==> src/rtl/texture_loader.sv <==
`default_nettype none
// ============================================================================
// Module      : texture_loader
// Description : Streams a texture image from a host byte interface into the
//               texture unit's write port. Bytes are assembled into RGB565
//               texels, either taken directly as RGB565 little-endian pairs
//               or converted from R,G,B RGB888 triplets by truncation. Writes
//               go to sequential addresses from a base address, wrapping
//               modulo the texture size.
// Ports       : clk, rst_n            - clock, async active-low reset
//               load_start/base/count/fmt - load command (taken only when idle)
//               load_abort             - cancel the load in progress
//               byte_in/_valid/_ready  - byte stream handshake
//               tex_wr_addr/data/en    - registered texture write port
//               busy, done             - progress status (done = 1-cycle pulse)
// Revision    : 1.0 - initial release
// ============================================================================
module texture_loader #(
  parameter int TEX_WIDTH_LOG2  = 6,
  parameter int TEX_HEIGHT_LOG2 = 6,
  parameter int TEX_SIZE        = 1 << (TEX_WIDTH_LOG2 + TEX_HEIGHT_LOG2),
  parameter int ADDR_BITS       = TEX_WIDTH_LOG2 + TEX_HEIGHT_LOG2
) (
  input  logic                 clk,
  input  logic                 rst_n,
  input  logic                 load_start,
  input  logic [ADDR_BITS-1:0] load_base,
  input  logic [ADDR_BITS:0]   load_count,
  input  logic                 load_fmt,
  input  logic                 load_abort,
  input  logic [7:0]           byte_in,
  input  logic                 byte_in_valid,
  output logic                 byte_in_ready,
  output logic [ADDR_BITS-1:0] tex_wr_addr,
  output logic [15:0]          tex_wr_data,
  output logic                 tex_wr_en,
  output logic                 busy,
  output logic                 done
);

  localparam int               CNT_W      = ADDR_BITS + 1;
  localparam logic [CNT_W-1:0] C_TEX_SIZE = CNT_W'(TEX_SIZE);

  localparam logic [2:0] S_IDLE  = 3'd0;
  localparam logic [2:0] S_B0    = 3'd1;
  localparam logic [2:0] S_B1    = 3'd2;
  localparam logic [2:0] S_B2    = 3'd3;
  localparam logic [2:0] S_FLUSH = 3'd4;

  logic [2:0]           state_q, state_d;
  logic [ADDR_BITS-1:0] base_q;
  logic [CNT_W-1:0]     count_q;
  logic                 fmt_q;
  logic [CNT_W-1:0]     idx_q;
  logic [7:0]           b0_q;       // low byte (fmt 0) or R (fmt 1)
  logic [7:0]           b1_q;       // G (fmt 1)
  logic [ADDR_BITS-1:0] wr_addr_q;
  logic [15:0]          wr_data_q;
  logic                 wr_en_q;
  logic                 done_q;

  logic                 accept;
  logic                 complete;
  logic                 last;
  logic [CNT_W-1:0]     idx_inc;
  logic [CNT_W-1:0]     count_clamped;
  logic [15:0]          texel;

  assign accept   = byte_in_valid & byte_in_ready;
  // The final byte of a texel arrives in B1 for RGB565 and in B2 for RGB888.
  assign complete = accept & (((state_q == S_B1) & ~fmt_q) | (state_q == S_B2));
  assign idx_inc  = idx_q + 1'b1;
  assign last     = (idx_inc == count_q);
  assign texel    = fmt_q ? {b0_q[7:3], b1_q[7:2], byte_in[7:3]}
                          : {byte_in, b0_q};
  assign count_clamped = (load_count > C_TEX_SIZE) ? C_TEX_SIZE : load_count;

  // State register
  always_ff @(posedge clk or negedge rst_n) begin
    if (!rst_n) begin
      state_q <= S_IDLE;
    end else begin
      state_q <= state_d;
    end
  end

  // Next-state logic; abort wins over byte acceptance and completion
  always_comb begin
    state_d = state_q;
    case (state_q)
      S_IDLE: begin
        if (load_start) begin
          state_d = (load_count == '0) ? S_FLUSH : S_B0;
        end
      end
      S_B0: begin
        if (load_abort)  state_d = S_IDLE;
        else if (accept) state_d = S_B1;
      end
      S_B1: begin
        if (load_abort)     state_d = S_IDLE;
        else if (accept) begin
          if (fmt_q)        state_d = S_B2;
          else              state_d = last ? S_FLUSH : S_B0;
        end
      end
      S_B2: begin
        if (load_abort)  state_d = S_IDLE;
        else if (accept) state_d = last ? S_FLUSH : S_B0;
      end
      S_FLUSH: state_d = S_IDLE;
      default: state_d = S_IDLE;
    endcase
  end

  // State decode outputs
  always_comb begin
    byte_in_ready = 1'b0;
    busy          = (state_q != S_IDLE);
    if ((state_q == S_B0) || (state_q == S_B1) || (state_q == S_B2)) begin
      byte_in_ready = ~load_abort;
    end
  end

  // Command latch, byte assembly and registered write port
  always_ff @(posedge clk or negedge rst_n) begin
    if (!rst_n) begin
      base_q    <= '0;
      count_q   <= '0;
      fmt_q     <= 1'b0;
      idx_q     <= '0;
      b0_q      <= '0;
      b1_q      <= '0;
      wr_addr_q <= '0;
      wr_data_q <= '0;
      wr_en_q   <= 1'b0;
      done_q    <= 1'b0;
    end else begin
      wr_en_q <= 1'b0;
      done_q  <= 1'b0;
      if ((state_q == S_IDLE) && load_start) begin
        base_q  <= load_base;
        count_q <= count_clamped;
        fmt_q   <= load_fmt;
        idx_q   <= '0;
        // A zero-length load completes immediately through FLUSH.
        done_q  <= (load_count == '0);
      end
      if (accept && (state_q == S_B0)) b0_q <= byte_in;
      if (accept && (state_q == S_B1)) b1_q <= byte_in;
      if (complete) begin
        wr_en_q   <= 1'b1;
        wr_addr_q <= base_q + idx_q[ADDR_BITS-1:0];   // wraps by truncation
        wr_data_q <= texel;
        idx_q     <= idx_inc;
        done_q    <= last;
      end
    end
  end

  assign tex_wr_addr = wr_addr_q;
  assign tex_wr_data = wr_data_q;
  assign tex_wr_en   = wr_en_q;
  assign done        = done_q;

endmodule
`default_nettype wire

==> config.mk <==
export PLATFORM = sky130hd
export DESIGN_NAME = texture_loader
export DESIGN_NICKNAME = d
export VERILOG_FILES = /design/src/rtl/texture_loader.sv
export SDC_FILE = /design/constraint.sdc
export NUM_CORES = 1
export LEC_CHECK = 0
export ABC_AREA = 1
export CAP_MARGIN = 25
export CELL_PAD_IN_SITES_DETAIL_PLACEMENT = 0
export CELL_PAD_IN_SITES_GLOBAL_PLACEMENT = 2
export CORE_MARGIN = 2
export CORE_UTILIZATION = 34
export DETAILED_ROUTE_END_ITERATION = 10
export GPL_ROUTABILITY_DRIVEN = 0
export PLACE_DENSITY = 0.85
export SETUP_SLACK_MARGIN = 0.3
export SLEW_MARGIN = 20
export SYNTH_ARGS = -nofsm -noshare
export SYNTH_HDL_FRONTEND = slang
export SYNTH_SLANG_ARGS = --single-unit
==> constraint.sdc <==
create_clock -name clk -period 3.44 [get_ports clk]
set_clock_uncertainty 0.15 [all_clocks]
set_input_delay 0.688 -clock clk [delete_from_list [all_inputs] [get_ports clk]]
set_output_delay 0.688 -clock clk [all_outputs]
set_load 0.01 [all_outputs]
## Yosys cells after proc, flatten, opt, wreduce, memory -nomap -nowiden

Cells that the tools add are included.

| word-level totals | value |
|---|---|
| bits in registers | 88 |
| word-level logic and storage cells | 57 |

| operators by class | value |
|---|---|
| $add $sub $neg | 2 |
| $lt $le $gt $ge | 1 |
| eq/ne operators | 8 |
| mux-type cells | 19 |
| bitwise logic cells | 6 |
| reduce and logical (&&, ||, !) cells | 10 |

Operators by type and width:

| operator | number |
|---|---|
| $mux 13 | 3 |
| $mux 3 | 10 |
| $mux 16 | 1 |
| $add 13x1->13 const B | 1 |
| $eq 13x13->1 | 1 |
| $gt 13x13->1 const B | 1 |
| $logic_not 13->1 | 1 |
| $add 12x12->12 | 1 |
| $pmux 3 s4 | 1 |
| $ne 3x3->1 const B | 3 |
| $eq 3x2->1 const B | 2 |
| $mux 1 | 4 |
| $reduce_and 4->1 | 1 |
| $and 1x1->1 | 3 |
| $eq 3x1->1 const B | 1 |
| $logic_and 1x1->1 | 3 |
| $logic_not 3->1 | 1 |
| $reduce_bool 3->1 | 1 |
| $logic_or 1x1->1 | 2 |
| $ne 2x2->1 const B | 1 |
| $not 1->1 | 2 |
| $reduce_bool 2->1 | 1 |
| $or 1x1->1 | 1 |

## Logic depth before layout (Yosys ltp)

| logic depth | value |
|---|---|
| word-level depth | 8 |
| gate-level depth with buffers | 16 |

## Worst setup path after synthesis

No wires, ideal clock.

| path | value |
|---|---|
| path kind | flip-flop to flip-flop |
| from | register idx_q[0] |
| to | register state_q[0] |
| setup time | 0.117 ns |
| arrival | 1.685 ns |
| data required time | 3.173 ns |
| path slack | 1.489 ns |
| cell stages (with the launch flop) | 17 |
| buffers on the path | 0 |
| cells stage by stage | dfrtp_1 > ha_1 > nand2_2 > nor2_4 > nand2_2 > inv_2 > nand2_2 > nand2_2 > nand3_2 > nand2_2 > nand2_2 > nor2_4 > nand3_2 > nand2_1 > nand2_1 > nand2_1 > nand2_1 |

| between the ends | value |
|---|---|
| word-level cells in the longest chain between the ends | 7 |

Ends and longest elaborated chain:

| element | line | source |
|---|---|---|
| from (decl) | 54 | `logic [CNT_W-1:0] idx_q;` |
| from (signal assigned) | 155 | `idx_q <= idx_inc;` |
| $add 13x1->13 (*) | 72 | `assign idx_inc = idx_q + 1'b1;` |
| $eq 13x13->1 (*) | 73 | `assign last = (idx_inc == count_q);` |
| $mux 3 (*) | 104, 109 |  |
| $mux 3 | 103 | `if (fmt_q) state_d = S_B2;` |
| $mux 3 | 102 | `else if (accept) begin` |
| $mux 3 | 101 | `if (load_abort) state_d = S_IDLE;` |
| $pmux 3 s4 (*) | 90 | `case (state_q)` |
| to (signal assigned) | 83 | `state_q <= state_d;` |
| to (decl) | 50 | `logic [2:0] state_q, state_d;` |

Mark *: on every way between the ends. The rest lies on a longest branch, timed or not. The select of a mux whose other input is x is not followed.
A chain may end at the register's enable or synchronous reset.

## Worst setup path in the final report

| path | value |
|---|---|
| from | input port load_abort |
| to | output port byte_in_ready |

| between the ends | value |
|---|---|
| word-level cells in the longest chain between the ends | 2 |

Ends and longest elaborated chain:

| element | line | source |
|---|---|---|
| from (decl) | 30 | `input logic load_abort,` |
| $not 1->1 | 121 | `byte_in_ready = ~load_abort;` |
| $mux 1 | 120 | `if ((state_q == S_B0) \|\| (state_q == S_B1) \|\| (state_q == S_B2)) begin` |
| to (decl) | 33 | `output logic byte_in_ready,` |

Every way passes these cells.

==> run metrics <==
sum of negative setup slack 0 ps; Net Count, Synth around 640; Clock Pin Slew Worst Setup and Hold Paths 70 ps; area added between synthesis and finish 26.00%; cell occurring most often along the worst timing path clkdlybuf4s50_1; number of failing hold endpoints at the final stage 0; sequential area share after synthesis between 40% and 50%; final antenna-violating net count 0; post-synthesis async set-or-reset flop share 100.0%; CP Data Required Time roughly 2600 ps; family of cells with the greatest summed delay on the critical path buffers and inverters; status complete, no violations; number of global-route vias before repair roughly 4000; IR Drop Worst-Case VDD between 0.3 and 0.4 mV; Floorplan Core Area about 13000 um2; commonest register cell after synthesis dfrtp_1; Peak Freq 0.3496 GHz; via count 4074; worst min-delay path category input pin to asynchronous set/reset pin; net total in the final layout 711; share of the clock period used by the worst path 83.16%; MaxCap Viol Count 0; global-route wire length before repair just under 20000 um; yosys warns 0; chip height 120.1 um; sum of buffers and inverters on the critical path 3; TritonCTS sink count between 80 and 90; layout cell share with drive strength beyond 1 8.434%; setup repair after global routing missed its margin false; HPWL after detailed placement 8622 um; buffers from clock root to sink, at most 2; launching element type of the critical path input pin; capturing element type of the critical path primary output; overall global routing resource usage 17.52%; total I/O pin count 71; clock tree from TritonCTS built; Port Buffer Count 70; crit-path max FO 4; final WL 11930 um; minimum clock period roughly 2900 ps; post-cts gate resize count 0; Placement Rows 42; Worst R2R Setup Slack about 1100 ps; average footprint of a synthesized cell between 7 and 8 um2; Arr. time, crit path 2020 ps; transition time at the pin with the least slew margin about 540 ps; area taken by multi-input logic gates between 2000 and 2500 um2; number of distinct library cells after synthesis 31; final worst hold slack a little under 200 ps; CTS buffer count 9; startpoint-to-endpoint class of the critical path input pin to primary output; Max-Slew Margin vs Limit 63.85%; Routed WL per cell ~14 um; antenna diode count 0; 1st-iter DRT viols about 210; total setup buffers inserted after CTS 0; Skew-Pair Late Insertion Delay approximately 350 ps; routed vias/inst 4.850; number of hold-repair buffers added at the cts stage 0; post-detailed-route DRC marker count 0; starting utilization of the core area 34.74%; # H-tree levels 3; cell area after synthesis between 4000 and 5000 um2; Seq cells post-synth 86; delay contributed by the slowest stage of the critical path roughly 540 ps; leakage component of the power around 2.7 nW; final standard cell area without fillers between 5000 and 6000 um2; dpl ws roughly 590 ps; largest net degree at the start of global routing 87; slack of the critical path 579.5 ps; number of instances in the synthesized netlist 590; Max stage delay cell, worst path clkdlybuf4s50_1; flip-flop and latch area ~2200 um2; die area between 10000 and 15000 um2; root buffer selected by CTS clkbuf_16; count of flip-flops with a built-in enable after synthesis 0; total cell area at the placement stage approximately 5500 um2; global route total overflow 0; TritonRoute pass-1 iters 4; x dimension of the die approximately 120 um; antenna violations before repair 0; ratio of total power to cell area 737.8 nW/um2; fill cell count approximately 1300; number of pins with negative max-slew slack in the final report 0; Setup violations, final 0; chain of cells forming the critical path clkdlybuf4s50_1 -> nor2_1 -> o21ai_1 -> inv_1 -> clkdlybuf4s50_1
[cell usage after synthesis, types with 2 or more instances]
cell type	instances	area share [%]
nand3_2	5	1.1
o22ai_1	9	1.2
o21ai_0	56	6.1
nand4_1	8	1.1
xor2_1	4	0.76
dfrtp_1	86	47
inv_2	7	0.57
nor4_1	3	0.41
clkbuf_1	13	1.1
buf_2	5	0.55
nor2_1	23	1.9
nand3_1	47	5.1
or2_2	5	0.68
nand2_1	185	15
o31ai_1	2	0.33
nand2_2	8	1.1
ha_1	12	3.3
a31oi_1	4	0.55
o21ai_1	12	1.3
nor3_1	6	0.66
a21oi_1	15	1.6
nor2_4	6	1.5
o21bai_1	2	0.33
inv_1	60	4.9
[logic make-up after synthesis]
family / Yosys count / share of synthesized area, %
AOI/OAI and AO/OA: 104 / 12.23
buffers and inverters: 85 / 7.100
adders and majority gates: 13 / 3.714
xor gates and xnor gates: 5 / 0.9557
and+or+nand+nor: 297 / 29.03
DFF: 86 / 46.97
[state kept, by name, indices dropped and copies added, names as in the netlist]
register / count
b0_q: 8
b1_q: 6
base_q: 12
count_q: 13
done: 1
fmt_q: 1
idx_q: 13
state_q: 3
tex_wr_addr: 12
tex_wr_data: 16
tex_wr_en: 1
[final timing paths]
check	depth (start not counted)	to	from
worst max register to register	14	state_q[0]	idx_q[0]
worst min register to register	2	tex_wr_data[8]	tex_wr_data[8]
worst min-delay path	2	tex_wr_addr[9]	rst_n
min in group clk	2	tex_wr_data[8]	tex_wr_data[8]
worst max-delay path	5	byte_in_ready	load_abort
max in group asynchronous	2	tex_wr_addr[7]	rst_n
[cell usage in the layout, fill, tap and decap left out, types with 2 or more instances in the layout]
cell type        synthesis  routed
clkdlybuf4s50_1          0      69
nand2_2                  8       8
a21oi_1                 15      15
ha_1                    12      12
clkbuf_16                0       9
o21ai_0                 56      56
dfrtp_1                 86      86
nand3_2                  5       5
nand2_1                185     185
nand4_1                  8       8
a31oi_1                  4       4
nor4_1                   3       3
o21ai_1                 12      12
buf_4                    0       6
o22ai_1                  9       9
nor2_4                   6       6
inv_6                    0       2
xor2_1                   4       4
nor2_1                  23      23
nand3_1                 47      47
nor3_1                   6       6
o21bai_1                 2       2
inv_8                    0       3
o31ai_1                  2       2
inv_1                   60      60
inv_2                    7       7
or2_2                    5       5
[power breakdown]
group          internal, mW  total [mW]  switching, mW
Combinational         0.710        1.64          0.927
Clock                 0.509       0.979          0.470
Sequential             1.39        1.64          0.249
Total                  2.61        4.26           1.65
[metal layers]
metal	share of wire, %	wire (um)	vias up	track usage (%)
met5	0	0	-	0
li1	-	-	2062	-
met4	0.83	99	0	4.559
met3	5.0	599	9	5.228
met2	47	5631	72	27.91
met1	47	5601	1931	23.28
[per-stage QoR]
step | utilization, % | power, mW | std cells
CTS | 43.77 | 4.328 | 840
global route | 43.77 | 4.598 | 840
global placement | 41.58 | 3.294 | 824
floorplan | - | 2.620 | 590
finish | 43.77 | 4.260 | 840
detailed placement | 41.58 | 3.322 | 824
[layout make-up]
class | count | share of cell area, %
clock buffer | 9 | 3.901
clock inverter | 7 | 1.105
inverter | 67 | 4.356
multi-input combinational | 419 | 36.45
sequential | 86 | 37.28
tap | 176 | 3.814
timing repair buffer | 76 | 13.09
(Power assumes the default switching activity.)
